**config.mk**
```make
export PLATFORM = sky130hd
export DESIGN_NAME = four_switch_debouncer
export DESIGN_NICKNAME = d
export VERILOG_FILES = /design/src/rtl/four_switch_debouncer.sv
export SDC_FILE = /design/constraint.sdc
export NUM_CORES = 1
export LEC_CHECK = 0
export BUFFER_PORTS_ARGS = -buffer_cell sky130_fd_sc_hd__buf_4
export CAP_MARGIN = 20
export CORE_UTILIZATION = 48
export CTS_CLUSTER_DIAMETER = 40
export DETAILED_ROUTE_END_ITERATION = 12
export GPL_TIMING_DRIVEN = 0
export HOLD_SLACK_MARGIN = 0.03
export MAX_ROUTING_LAYER = met4
export SLEW_MARGIN = 15
export SYNTH_ARGS = -nofsm -noshare
export SYNTH_HDL_FRONTEND = slang
export SYNTH_SLANG_ARGS = --single-unit
```
**constraint.sdc**
```tcl
create_clock -name clk -period 3.7 [get_ports clk]
set_input_delay 0.185 -clock clk [delete_from_list [all_inputs] [get_ports clk]]
set_output_delay 0.185 -clock clk [all_outputs]
set_load 0.1 [all_outputs]
```
**src/rtl/four_switch_debouncer.sv**
```systemverilog
// Four-channel switch debouncer: 2-flop sync + stability counter per bit.
// Ports: clk, rst_n, sw_in[3:0] -> sw_out[3:0], rise, fall, any_change.
module four_switch_debouncer #(
  parameter int DEBOUNCE_CYCLES = 50000,
  parameter int CNT_WIDTH       = 16
) (
  input  logic       clk,
  input  logic       rst_n,
  input  logic [3:0] sw_in,
  output logic [3:0] sw_out,
  output logic [3:0] rise,
  output logic [3:0] fall,
  output logic       any_change
);

  localparam logic [CNT_WIDTH-1:0] LP_TERM =
    CNT_WIDTH'(DEBOUNCE_CYCLES - 1);
  localparam logic [CNT_WIDTH-1:0] LP_ONE =
    CNT_WIDTH'(1);

  logic [3:0]           r_sync1;
  logic [3:0]           r_sync2;
  logic [3:0]           r_sw_out;
  logic [3:0]           r_rise;
  logic [3:0]           r_fall;
  logic                 r_any;
  logic [CNT_WIDTH-1:0] r_cnt [4];

  logic [3:0] w_diff;
  logic [3:0] w_term;
  logic [3:0] w_fire;

  // A bit is "counting" whenever its synced input disagrees
  // with the debounced level; agreement means idle.
  assign w_diff = r_sync2 ^ r_sw_out;

  genvar gi;
  generate
    for (gi = 0; gi < 4; gi++) begin : g_term
      assign w_term[gi] = (r_cnt[gi] == LP_TERM);
    end
  endgenerate

  assign w_fire = w_diff & w_term;

  always_ff @(posedge clk or negedge rst_n) begin
    if (!rst_n) begin
      r_sync1 <= '0;
      r_sync2 <= '0;
    end else begin
      r_sync1 <= sw_in;
      r_sync2 <= r_sync1;
    end
  end

  // Counter clears on any agreement (bounce restarts the
  // window) and on qualification, so it stays below D.
  always_ff @(posedge clk or negedge rst_n) begin
    if (!rst_n) begin
      for (int i = 0; i < 4; i++) begin
        r_cnt[i] <= '0;
      end
    end else begin
      for (int i = 0; i < 4; i++) begin
        if (w_diff[i] && !w_term[i]) begin
          r_cnt[i] <= r_cnt[i] + LP_ONE;
        end else begin
          r_cnt[i] <= '0;
        end
      end
    end
  end

  // Pulses are registered on the same edge as the level
  // update, so they line up with the new sw_out value.
  always_ff @(posedge clk or negedge rst_n) begin
    if (!rst_n) begin
      r_sw_out <= '0;
      r_rise   <= '0;
      r_fall   <= '0;
      r_any    <= 1'b0;
    end else begin
      r_sw_out <= (r_sw_out & ~w_fire)
                | (r_sync2 & w_fire);
      r_rise   <= w_fire & r_sync2;
      r_fall   <= w_fire & ~r_sync2;
      r_any    <= |w_fire;
    end
  end

  assign sw_out     = r_sw_out;
  assign rise       = r_rise;
  assign fall       = r_fall;
  assign any_change = r_any;

endmodule

```
# Yosys cells after proc, flatten, opt, wreduce, memory -nomap -nowiden
# Cells that the tools add are included.
word_totals:
  reg_bits: 85
  inputBits: 6
classes:
  n_reduce_logical: 9
  mux: 4
  n_eq_ne: 4
  n_bitwise: 8
  addsub: 4
op_table:
  columns: ["cell", "n"]
  rows:
  - ["$add A16 B1 Y16 const B", 4]
  - ["$eq A16 B16 Y1 const B", 4]
  - ["$mux W16", 4]
  - ["$and A4 B4 Y4", 4]
  - ["$not A4 Y4", 2]
  - ["$logic_and A1 B1 Y1", 4]
  - ["$logic_not A1 Y1", 4]
  - ["$or A4 B4 Y4", 1]
  - ["$reduce_or A4 Y1", 1]
  - ["$xor A4 B4 Y4", 1]

# Longest topological paths before layout
# Gate-level depths: netlist (run 1).
depth:
  ltp_word: 5
  mapped_depth: 7
  depth_no_buf: 5

# Least setup slack after synthesis (run 1)
# Ideal clock, no wire load.
synth_path:
  path_type: "reg2reg"
  start: "reg r_cnt[32] (netlist bit)"
  end: "reg with a tool-made name"
  path_stages_with_launch: 6
  required_ns: 3.574
  slack_ns: 1.935
  setup_ns: 0.126
  arrival_time_ns: 1.639
  period_less_slack_ns: 1.765
  n_path_buf: 1
  cell_sequence: "dfrtp_1 ha_1 nand4_1 or4_1 buf_6 mux2_4"
synth_rtl:
  columns: ["item", "line_no", "rtl"]
  rows:
  - ["from (decl)", "27", "logic [CNT_WIDTH-1:0] r_cnt [4];"]
  - ["from (signal, indexed assignment)", "66", "r_cnt[i] <= r_cnt[i] + LP_ONE;"]

==> flow_metrics.py, run 1 <==
metrics = {
    "clock_tree": {
        "clkLatencyLatePin_ps": 340,
        "ctsLongestPathBuffers": 2,
        "htree_levels": 3,
        "holdBufCountCts": 4,
        "cts_tree": "built",
        "cts_resized": 0,
        "clkSinkCount": 85,
        "post_cts_buffers": 0,
        "cts.clk_slew.worst_paths_ps": 90,
        "cts-root-buf": "clkbuf_8",
        "cts_buffers": 9,
    },
    "run_status": {
        "status": "finished, final reports clean",
    },
    "worst_setup_path": {
        "critPathMaxStageDelay_ps": 550,
        "startpoint": "r_cnt[32]",
        "worstSetupStartpointType": "register",
        "required_ps": 3920,
        "rr_worst_depth": 5,
        "cp_slowest_cell": "or4_1",
        "path_class": "reg2reg",
        "critical_path.max_fanout": 6,
        "crit_arrival_ps": 2170,
        "critPathCaptureType": "register",
        "r2r-start": "r_cnt[32]",
        "path_cells": "ha_1, nand4_1, or4_1, buf_6, mux2_4",
        "rrSetupSlack_ps": 1750,
    },
    "worst_hold_path": {
        "holdPathStages": 0,
        "holdPathEnd": "r_sync2[2]",
        "hold_path_class": "reg2reg",
        "hp-start": "r_sync1[2]",
    },
    "synthesis": {
        "synth_edf_count": 0,
        "yosys.area.top_type": "dfrtp_1",
        "syn_area_um2": 3830,
        "ys_seq_area_share_pct": 55.6,
        "synth_most_common_cell": "dfrtp_1",
        "yosysTopAreaCellShare_pct": 55.6,
        "yosys-top-cells-count": "85 x dfrtp_1, 67 x nor2_1, 49 x xnor2_1",
        "synth_ff_type": "dfrtp_1",
        "synth_area_leaders": "dfrtp_1 56%, xnor2_1 11%, nor2_1 6.6%, nand3_1 2.7%, nand4_1 2.6%",
        "synth_nets": 366,
        "synth-seq-cells": 85,
        "async_reset_ff_share_pct": 100,
        "ys_types": 34,
        "syn_avg_cell_area_um2": 10.7,
        "syn_inst": 356,
        "yosys_warnings": 0,
    },
    "timing": {
        "setup-tns-final_ps": 0,
        "slew_viol_final": 0,
        "post-route-min-period_ps": 1950,
        "max_freq_mhz": 513,
        "fin_crit_sh_pct": 52.7,
        "worst_slack_ps": 1750,
        "hold_violations": 0,
        "rsz0062_at_grt": "false",
        "setup_violations": 0,
        "whs_ps": 350,
        "relSlewSlack_pct": 49.8,
        "worstMarginPinSlew_ps": 753,
        "skew_ps": 10.6,
    },
    "global_route": {
        "overflow": 0,
        "antenna_found_initial": 0,
        "track_usage_pct": 18.8,
        "grt_start_max_net_pins": 86,
        "grt_pass1_vias": 2554,
        "grt_pass1_wl_mm": 11.9,
    },
    "flow_run": {
        "drv_cap": 0,
    },
    "cells_and_area": {
        "antenna_cells": 0,
        "seq_area_um2": 2130,
        "final_nets": 400,
        "drive_above_1_share_pct": 11.6,
        "multiInputGateArea_um2": 1620,
        "area_growth_pct": 13.3,
        "fin_cells": 497,
        "fillers": 702,
    },
    "place": {
        "post-place-ws_ps": 1770,
        "gp_congestion": 0.762,
        "io_buffers": 18,
        "dp_cells": 476,
        "hpwl_mm": 4.39,
    },
    "route": {
        "wl_per_cell_um": 13.4,
        "via_per_inst": 5.11,
        "ant_nets": 0,
        "drtPass1Iterations": 4,
        "vias": 2538,
        "routed_wl_mm": 6.67,
        "drt_first_iter_violations": 114,
        "drc": 0,
    },
    "floorplanning": {
        "core_area_um2": 7730,
        "die_w_um": 91.3,
        "rows": 32,
        "start_util_pct": 49.5,
        "dieArea_um2": 8330,
        "ios": 19,
        "dieHeight_um": 91.3,
    },
    "power_and_ir_drop": {
        "powerDensity_nw_per_um2": 382,
        "leakagePower_nw": 1.79,
        "ir_worst_vdd_v": 0.000485,
    },
}
## layout by cell type (no fill, tap or decap), types with 3 or more instances in the layout
master / count
xnor2_1: 49
nand3_1: 21
nor3_1: 16
dfrtp_1: 85
mux2_2: 3
ha_1: 4
buf_2: 3
buf_6: 3
xor2_1: 11
and3_1: 6
nor4_1: 16
nor2_1: 67
nand2_1: 13
nand4_1: 16
clkbuf_8: 10
nor3b_1: 8
dlygate4sd3_1: 5
buf_4: 17
inv_1: 12
nor4b_1: 3
## metal layers
layer	part of all wire [%]	global-route usage (%)	vias up	wire length, um
met4	1.3	5.95	0	87
met1	50	25.0	1195	3350
met3	3.2	5.19	7	215
met5	0	-	-	0
met2	45	28.3	34	3020
li1	-	-	1302	-
## power breakdown
group	internal (mW)	leakage (nW)	switching [mW]	total, mW
Combinational	0.0223	0.534	0.0386	0.0609
Clock	0.329	0.0964	0.311	0.640
Sequential	0.943	1.16	0.0135	0.957
## worst max path at each step
stage / endpoint / cells past startpoint / slack, ps
after global routing: r_cnt[38] / 7 / 1640
final: register / 5 / 1750
after floorplan: register / 5 / 1940
after global placement: register / 5 / 1780
after CTS: register / 5 / 1730
after detailed placement: register / 5 / 1770
## area by class of cell
class / count / area share, %
multi-input combinational: 254 / 37.3
inverter: 12 / 1.04
timing repair buffer: 23 / 4.36
tap: 102 / 2.94
clock inverter: 4 / 1.10
buffer: 5 / 0.866
sequential: 85 / 49.1
clock buffer: 12 / 3.35
## logic make-up after synthesis
group	count (synthesis)	synth area share, %
mux	4	1.28
simple gates	182	25.2
buf+inv	17	2.16
flops	85	55.6
compound gates	4	0.752
fa+ha+maj	4	1.31
xor+xnor	60	13.7
## flip-flops by register name (all words and copies together) (netlist names), named ones only
| register | flops |
|---|---|
| any_change | 1 |
| fall | 4 |
| r_cnt | 64 |
| r_sync1 | 4 |
| r_sync2 | 4 |
| rise | 4 |
## per-stage QoR
stage / total power [mW] / area (um2) / util [%]
floorplan: 1.00 / 3830 / -
global placement: 1.03 / 4090 / 52.9
detailed placement: 1.03 / 4090 / 52.9
CTS: 1.69 / 4320 / 55.9
global route: 1.74 / 4340 / 56.1
finish: 1.66 / 4340 / 56.1
## critical path: cells and delay by family (launching register included)
kind	cells	cell delay, ps
AND/OR/NAND/NOR	2	780
adder cells (fa/ha/maj)	1	220
multiplexers	1	290
flip-flops	1	380
buffers and inverters	1	160
No activity file was read; power rests on OpenSTA's default activity.
==> run 2, diff against run 1 <==
--- a/config.mk
+++ b/config.mk
@@ -13,6 +13,7 @@
 export GPL_TIMING_DRIVEN = 0
 export HOLD_SLACK_MARGIN = 0.03
 export MAX_ROUTING_LAYER = met4
+export PLACE_DENSITY = 0.67
 export SLEW_MARGIN = 15
 export SYNTH_ARGS = -nofsm -noshare
 export SYNTH_HDL_FRONTEND = slang
==> constraint.sdc (replaced) <==
create_clock -name clk -period 1.7 [get_ports clk]
set_input_delay 0.085 -clock clk [delete_from_list [all_inputs] [get_ports clk]]
set_output_delay 0.085 -clock clk [all_outputs]
set_load 0.1 [all_outputs]
==> run 2 against run 1 <==
The run now ends with setup timing left. Cell area up 3.9%. Wire length up 6.4%. Global-route usage up 0.078 points. Sequential power up 120%. Via count up 7.1%. Register-to-register slack worse by 1800 ps. Largest cell class unchanged. Highest routed layer unchanged.
==> flow_metrics.py, run 2 (synthesis gave the netlist of run 1 again) <==
metrics = {
    "cells_and_area": {
        "mostFrequentLayoutCells": "80 x dfrtp_1, 67 x nor2_1, 49 x xnor2_1, 35 x buf_4, 21 x nand3_1",
        "largest_register_ffs": 64,
        "multiInputGateArea_um2": 1640,
        "top_register": "r_cnt",
        "seq_area_um2": 2130,
        "drive_above_1_share_pct": 18.7,
        "fillers": 630,
        "layout_commonest_cell": "dfrtp_1",
        "final_nets": 417,
        "area_growth_pct": 17.8,
        "antenna_cells": 0,
    },
    "timing": {
        "max_freq_mhz": 577,
        "skew_ps": 13.6,
        "fin_crit_sh_pct": 102,
        "hold_violations": 0,
        "relSlewSlack_pct": 50.4,
        "worstMarginPinSlew_ps": 744,
        "setup-tns-final_ps": -72.6,
        "worst_slack_ps": -32.7,
        "slew_viol_final": 0,
        "post-route-min-period_ps": 1730,
        "setup_violations": 11,
        "rsz0062_at_grt": "true",
        "whs_ps": 350,
    },
    "clock_tree": {
        "cts_buffers": 9,
        "cts-root-buf": "clkbuf_8",
        "ctsLongestPathBuffers": 2,
        "cts.clk_slew.worst_paths_ps": 90,
        "clkLatencyLatePin_ps": 350,
        "cts_tree": "built",
        "clkSinkCount": 85,
        "htree_levels": 3,
    },
    "route": {
        "wl_per_cell_um": 13.8,
        "ant_nets": 0,
        "vias": 2718,
        "drtPass1Iterations": 4,
        "routed_wl_mm": 7.10,
        "drt_first_iter_violations": 112,
        "via_per_inst": 5.30,
        "drc": 0,
    },
    "global_route": {
        "grt_pass1_wl_mm": 12.2,
        "overflow": 0,
        "grt_start_max_net_pins": 86,
        "antenna_found_initial": 0,
        "track_usage_pct": 18.9,
        "grt_pass1_vias": 2559,
    },
    "worst_setup_path": {
        "critical_path.max_fanout": 6,
        "critPathCaptureType": "register",
        "rrSetupSlack_ps": -30,
        "path_class": "reg2reg",
        "crit_arrival_ps": 1970,
        "required_ps": 1930,
        "worstSetupStartpointType": "register",
    },
    "floorplanning": {
        "dieArea_um2": 8330,
        "core_area_um2": 7730,
        "rows": 32,
        "dieHeight_um": 91.3,
        "die_w_um": 91.3,
        "start_util_pct": 49.5,
        "ios": 19,
    },
    "place": {
        "gp_congestion": 0.794,
        "io_buffers": 18,
        "hpwl_mm": 4.38,
    },
    "run_status": {
        "status": "finished with violations",
        "violations": "setup timing",
    },
    "power_and_ir_drop": {
        "leakagePower_nw": 1.85,
        "seqPwrFrac_pct": 57.7,
        "switching_share_pct": 22.7,
        "power_frac_clock_pct": 37.9,
        "ir_worst_vdd_v": 0.000512,
        "intPower_mw": 2.79,
        "powerDensity_nw_per_um2": 801,
        "pwr-share-comb_pct": 4.4,
        "switchingPower_mw": 0.819,
    },
    "flow_run": {
        "drv_cap": 0,
    },
    "worst_hold_path": {
        "hold_path_class": "in2async",
    },
}
==> run 2: timing repair <==
item / in CTS / in global routing
pin swaps: 5 / 5
setup buffers: 11 / 7
hold endpoints to repair: 89 / 0
resized for setup: 6 / 12
setup endpoints to repair: 50 / 46
hold buffers: 5 / 0
==> run 2: final timing paths <==
check	startpoint	endpoint	depth (start not counted)
setup / recovery	r_cnt[39]	register	3
hold / removal	rst_n	r_cnt[56]	2
min in group clk	r_sync1[2]	r_sync2[2]	0
setup reg to reg	r_cnt[39]	register	3
hold reg to reg	r_sync1[2]	r_sync2[2]	0
max in group asynchronous	rst_n	r_cnt[43]	2
==> run 2: routing by layer <==
layer	wire, um	track usage [%]	vias to the layer above
met5	0	-	-
met4	104	7.14	0
met3	205	3.35	9
met2	3290	27.1	42
met1	3500	27.0	1338
li1	-	-	1329
==> run 2: cell type report <==
| class | instances | share of cell area, % |
|---|---|---|
| well taps | 102 | 2.83 |
| plain buffers | 4 | 0.833 |
| multi-input cells | 254 | 36.5 |
| repair buffers | 41 | 7.47 |
| clock buffers | 11 | 2.92 |
| clock inverters | 4 | 1.11 |
| flip-flops and latches | 85 | 47.3 |
| inverters | 12 | 1.00 |
==> run 2: per-stage QoR <==
stage | worst slack (ps) | power (mW) | util, % | std cells | area [um2]
4_1_cts | 20.0 | 3.63 | 57.1 | 506 | 4410
3_3_place_gp | -187 | 2.25 | 52.9 | 476 | 4090
2_1_floorplan | -50.2 | 2.18 | - | 356 | 3830
5_1_grt | -71.1 | 3.75 | 58.3 | 513 | 4510
3_5_place_dp | -180 | 2.25 | 52.9 | 476 | 4090
6_report | -32.7 | 3.61 | 58.3 | 513 | 4510
==> run 2: critical path, stage by stage, from the launching register on <==
cell and delay, ps:
dfrtp_1 380, or3_1 370, or4_4 550, mux2_4 320
==> run 2: power by group through the flow <==
stage               sequential (mW)  clock [mW]  combinational (mW)
finish                         2.08        1.37               0.159
global route                   2.09        1.48               0.183
CTS                            2.08        1.41               0.141
detailed placement             2.12           0               0.127
global placement               2.12           0               0.125
floorplan                      2.12           0              0.0616
==> run 3, diff against run 2 <==
--- a/config.mk
+++ b/config.mk
@@ -13,7 +13,8 @@
 export GPL_TIMING_DRIVEN = 0
 export HOLD_SLACK_MARGIN = 0.03
 export MAX_ROUTING_LAYER = met4
-export PLACE_DENSITY = 0.67
+export PLACE_DENSITY_LB_ADDON = 0.3
+export SETUP_SLACK_MARGIN = 0.05
 export SLEW_MARGIN = 15
 export SYNTH_ARGS = -nofsm -noshare
 export SYNTH_HDL_FRONTEND = slang
==> run 3 against run 2 <==
Die area is the same. Highest routed layer unchanged. Global-route usage is 0.78 points higher. Non-clock buffer count up 9. Wire length increased by 7.7%. The run still ends with setup timing left. Via count increased by 2.9%. Critical path type unchanged.
==> flow_metrics.py, run 3 (synthesis gave the netlist of run 1 again) <==
metrics = {
    "route": {
        "wl_per_cell_um": 14.6,
        "routed_wl_mm": 7.65,
        "drt_first_iter_violations": 135,
        "drc": 0,
        "ant_nets": 0,
        "drtPass1Iterations": 4,
        "via_per_inst": 5.35,
        "vias": 2798,
    },
    "clock_tree": {
        "htree_levels": 3,
        "ctsLongestPathBuffers": 2,
        "clkSinkCount": 85,
        "cts.clk_slew.worst_paths_ps": 90,
        "cts-root-buf": "clkbuf_8",
        "clkLatencyLatePin_ps": 350,
        "cts_buffers": 9,
        "cts_tree": "built",
    },
    "cells_and_area": {
        "top_register": "r_cnt",
        "final_cell_area_um2": 4740,
        "final_nets": 426,
        "area_growth_pct": 23.9,
        "layout_commonest_cell": "dfrtp_1",
        "fillers": 598,
        "largest_register_ffs": 64,
        "antenna_cells": 0,
        "drive_above_1_share_pct": 25.9,
        "mostFrequentLayoutCells": "77 x dfrtp_1, 56 x nor2_1, 49 x xnor2_1, 42 x buf_4, 21 x nand3_1",
    },
    "global_route": {
        "overflow": 0,
        "grt_pass1_vias": 2687,
        "grt_start_max_net_pins": 86,
        "antenna_found_initial": 0,
        "track_usage_pct": 19.7,
        "grt_pass1_wl_mm": 12.6,
    },
    "timing": {
        "relSlewSlack_pct": 73.8,
        "rsz0062_at_grt": "true",
        "worst_slack_ps": -62.4,
        "post-route-min-period_ps": 1760,
        "worstMarginPinSlew_ps": 390,
        "skew_ps": 10.1,
        "hold_violations": 0,
        "max_freq_mhz": 567,
        "setup_violations": 14,
        "fin_crit_sh_pct": 104,
        "slew_viol_final": 0,
    },
    "flow_run": {
        "drv_cap": 0,
    },
    "worst_hold_path": {
        "hold_path_class": "in2async",
    },
    "worst_setup_path": {
        "rr_worst_depth": 5,
        "startpoint": "r_cnt[33]",
        "rrSetupSlack_ps": -60,
        "critical_path.max_fanout": 6,
        "r2r-start": "r_cnt[33]",
        "path_class": "reg2reg",
        "critPathCaptureType": "register",
        "worstSetupStartpointType": "register",
        "crit_arrival_ps": 2000,
        "required_ps": 1940,
    },
    "power_and_ir_drop": {
        "power_frac_clock_pct": 42.9,
        "powerDensity_nw_per_um2": 837,
        "switchingPower_mw": 0.856,
        "ir_worst_vdd_v": 0.000553,
        "seqPwrFrac_pct": 52.5,
        "pwr-share-comb_pct": 4.6,
        "power_mw": 3.97,
        "leakagePower_nw": 1.92,
        "intPower_mw": 3.11,
        "switching_share_pct": 21.6,
    },
    "floorplanning": {
        "dieArea_um2": 8330,
        "dieHeight_um": 91.3,
        "ios": 19,
        "start_util_pct": 49.5,
        "rows": 32,
        "core_area_um2": 7730,
        "die_w_um": 91.3,
    },
    "place": {
        "placed_area_um2": 4100,
        "hpwl_mm": 4.47,
        "io_buffers": 18,
        "post-place-ws_ps": -211,
        "gp_congestion": 0.818,
    },
    "run_status": {
        "violations": "setup timing",
        "status": "finished with violations",
    },
}
[run 3: changes by cell type in the layout (fill, tap and decap cells not counted), moves of 3 or more]
| cell | delta |
|---|---|
| nor4_1 | -3 |
| nor2_2 | +9 |
| dfrtp_1 | -3 |
| dfrtp_2 | +3 |
| buf_4 | +7 |
| nor4_2 | +3 |
| nor2_1 | -11 |
[run 3: power by group through the flow]
stage / combinational (mW) / clock, mW / sequential (mW)
after floorplan: 0.0621 / 0 / 2.12
after global placement: 0.124 / 0 / 2.12
after CTS: 0.154 / 1.74 / 2.08
after detailed placement: 0.129 / 0 / 2.12
after global routing: 0.207 / 1.83 / 2.09
final: 0.182 / 1.70 / 2.08
[run 3: layout make-up]
class / count / area [um2] / area share, %
Inverter: 12 / 45.0 / 0.950
Multi-Input combinational cell: 254 / 1740 / 36.6
Buffer: 5 / 45.0 / 0.950
Clock inverter: 6 / 111 / 2.35
Timing Repair Buffer: 49 / 412 / 8.68
Tap cell: 102 / 128 / 2.69
Clock buffer: 10 / 128 / 2.69
Sequential cell: 85 / 2140 / 45.1
[run 3: worst max-delay path, stage by stage (launching register included)]
cell	delay [ps]
dfrtp_1	380
ha_2	190
nand4_1	130
or4_4	510
buf_6	150
mux2_4	280
[run 3: per-layer routing]
| layer | up-vias | track usage [%] | part of all wire [%] |
|---|---|---|---|
| met1 | 1380 | 26.9 | 48 |
| met5 | - | - | 0 |
| met3 | 19 | 4.44 | 3.5 |
| met4 | 0 | 7.54 | 2.1 |
| li1 | 1348 | - | - |
| met2 | 51 | 28.9 | 47 |
[run 3: through the flow]
stage	hold slack [ps]	instances	utilization, %	setup TNS [ps]
after floorplan	-211	356	-	-41.2
after global placement	195	476	53.0	-4600
after detailed placement	198	476	53.0	-6170
after CTS	356	509	58.6	-24.6
after global routing	157	523	61.4	-1070
final	153	523	61.4	-435
[run 3: worst min-delay path by stage]
stage                    start                          to  slack, ps
finish                   rst_n                   r_cnt[56]        150
global route             rst_n                   r_cnt[56]        160
CTS                 r_sync1[2]                  r_sync2[2]        360
detailed placement    sw_in[1]                  r_sync1[1]        200
global placement      sw_in[1]                  r_sync1[1]        200
floorplan                rst_n  asynchronous set/reset pin       -210
[run 3: what timing repair did]
| item | CTS | global route |
|---|---|---|
| resized for setup | 17 | 26 |
| buffers inserted | 11 | 13 |
| pin swaps | 8 | 8 |
| setup endpoints to repair | 57 | 54 |
| gates cloned | 1 | 0 |
| endpoints found under the hold margin | 89 | 0 |
| hold buffers | 5 | 0 |
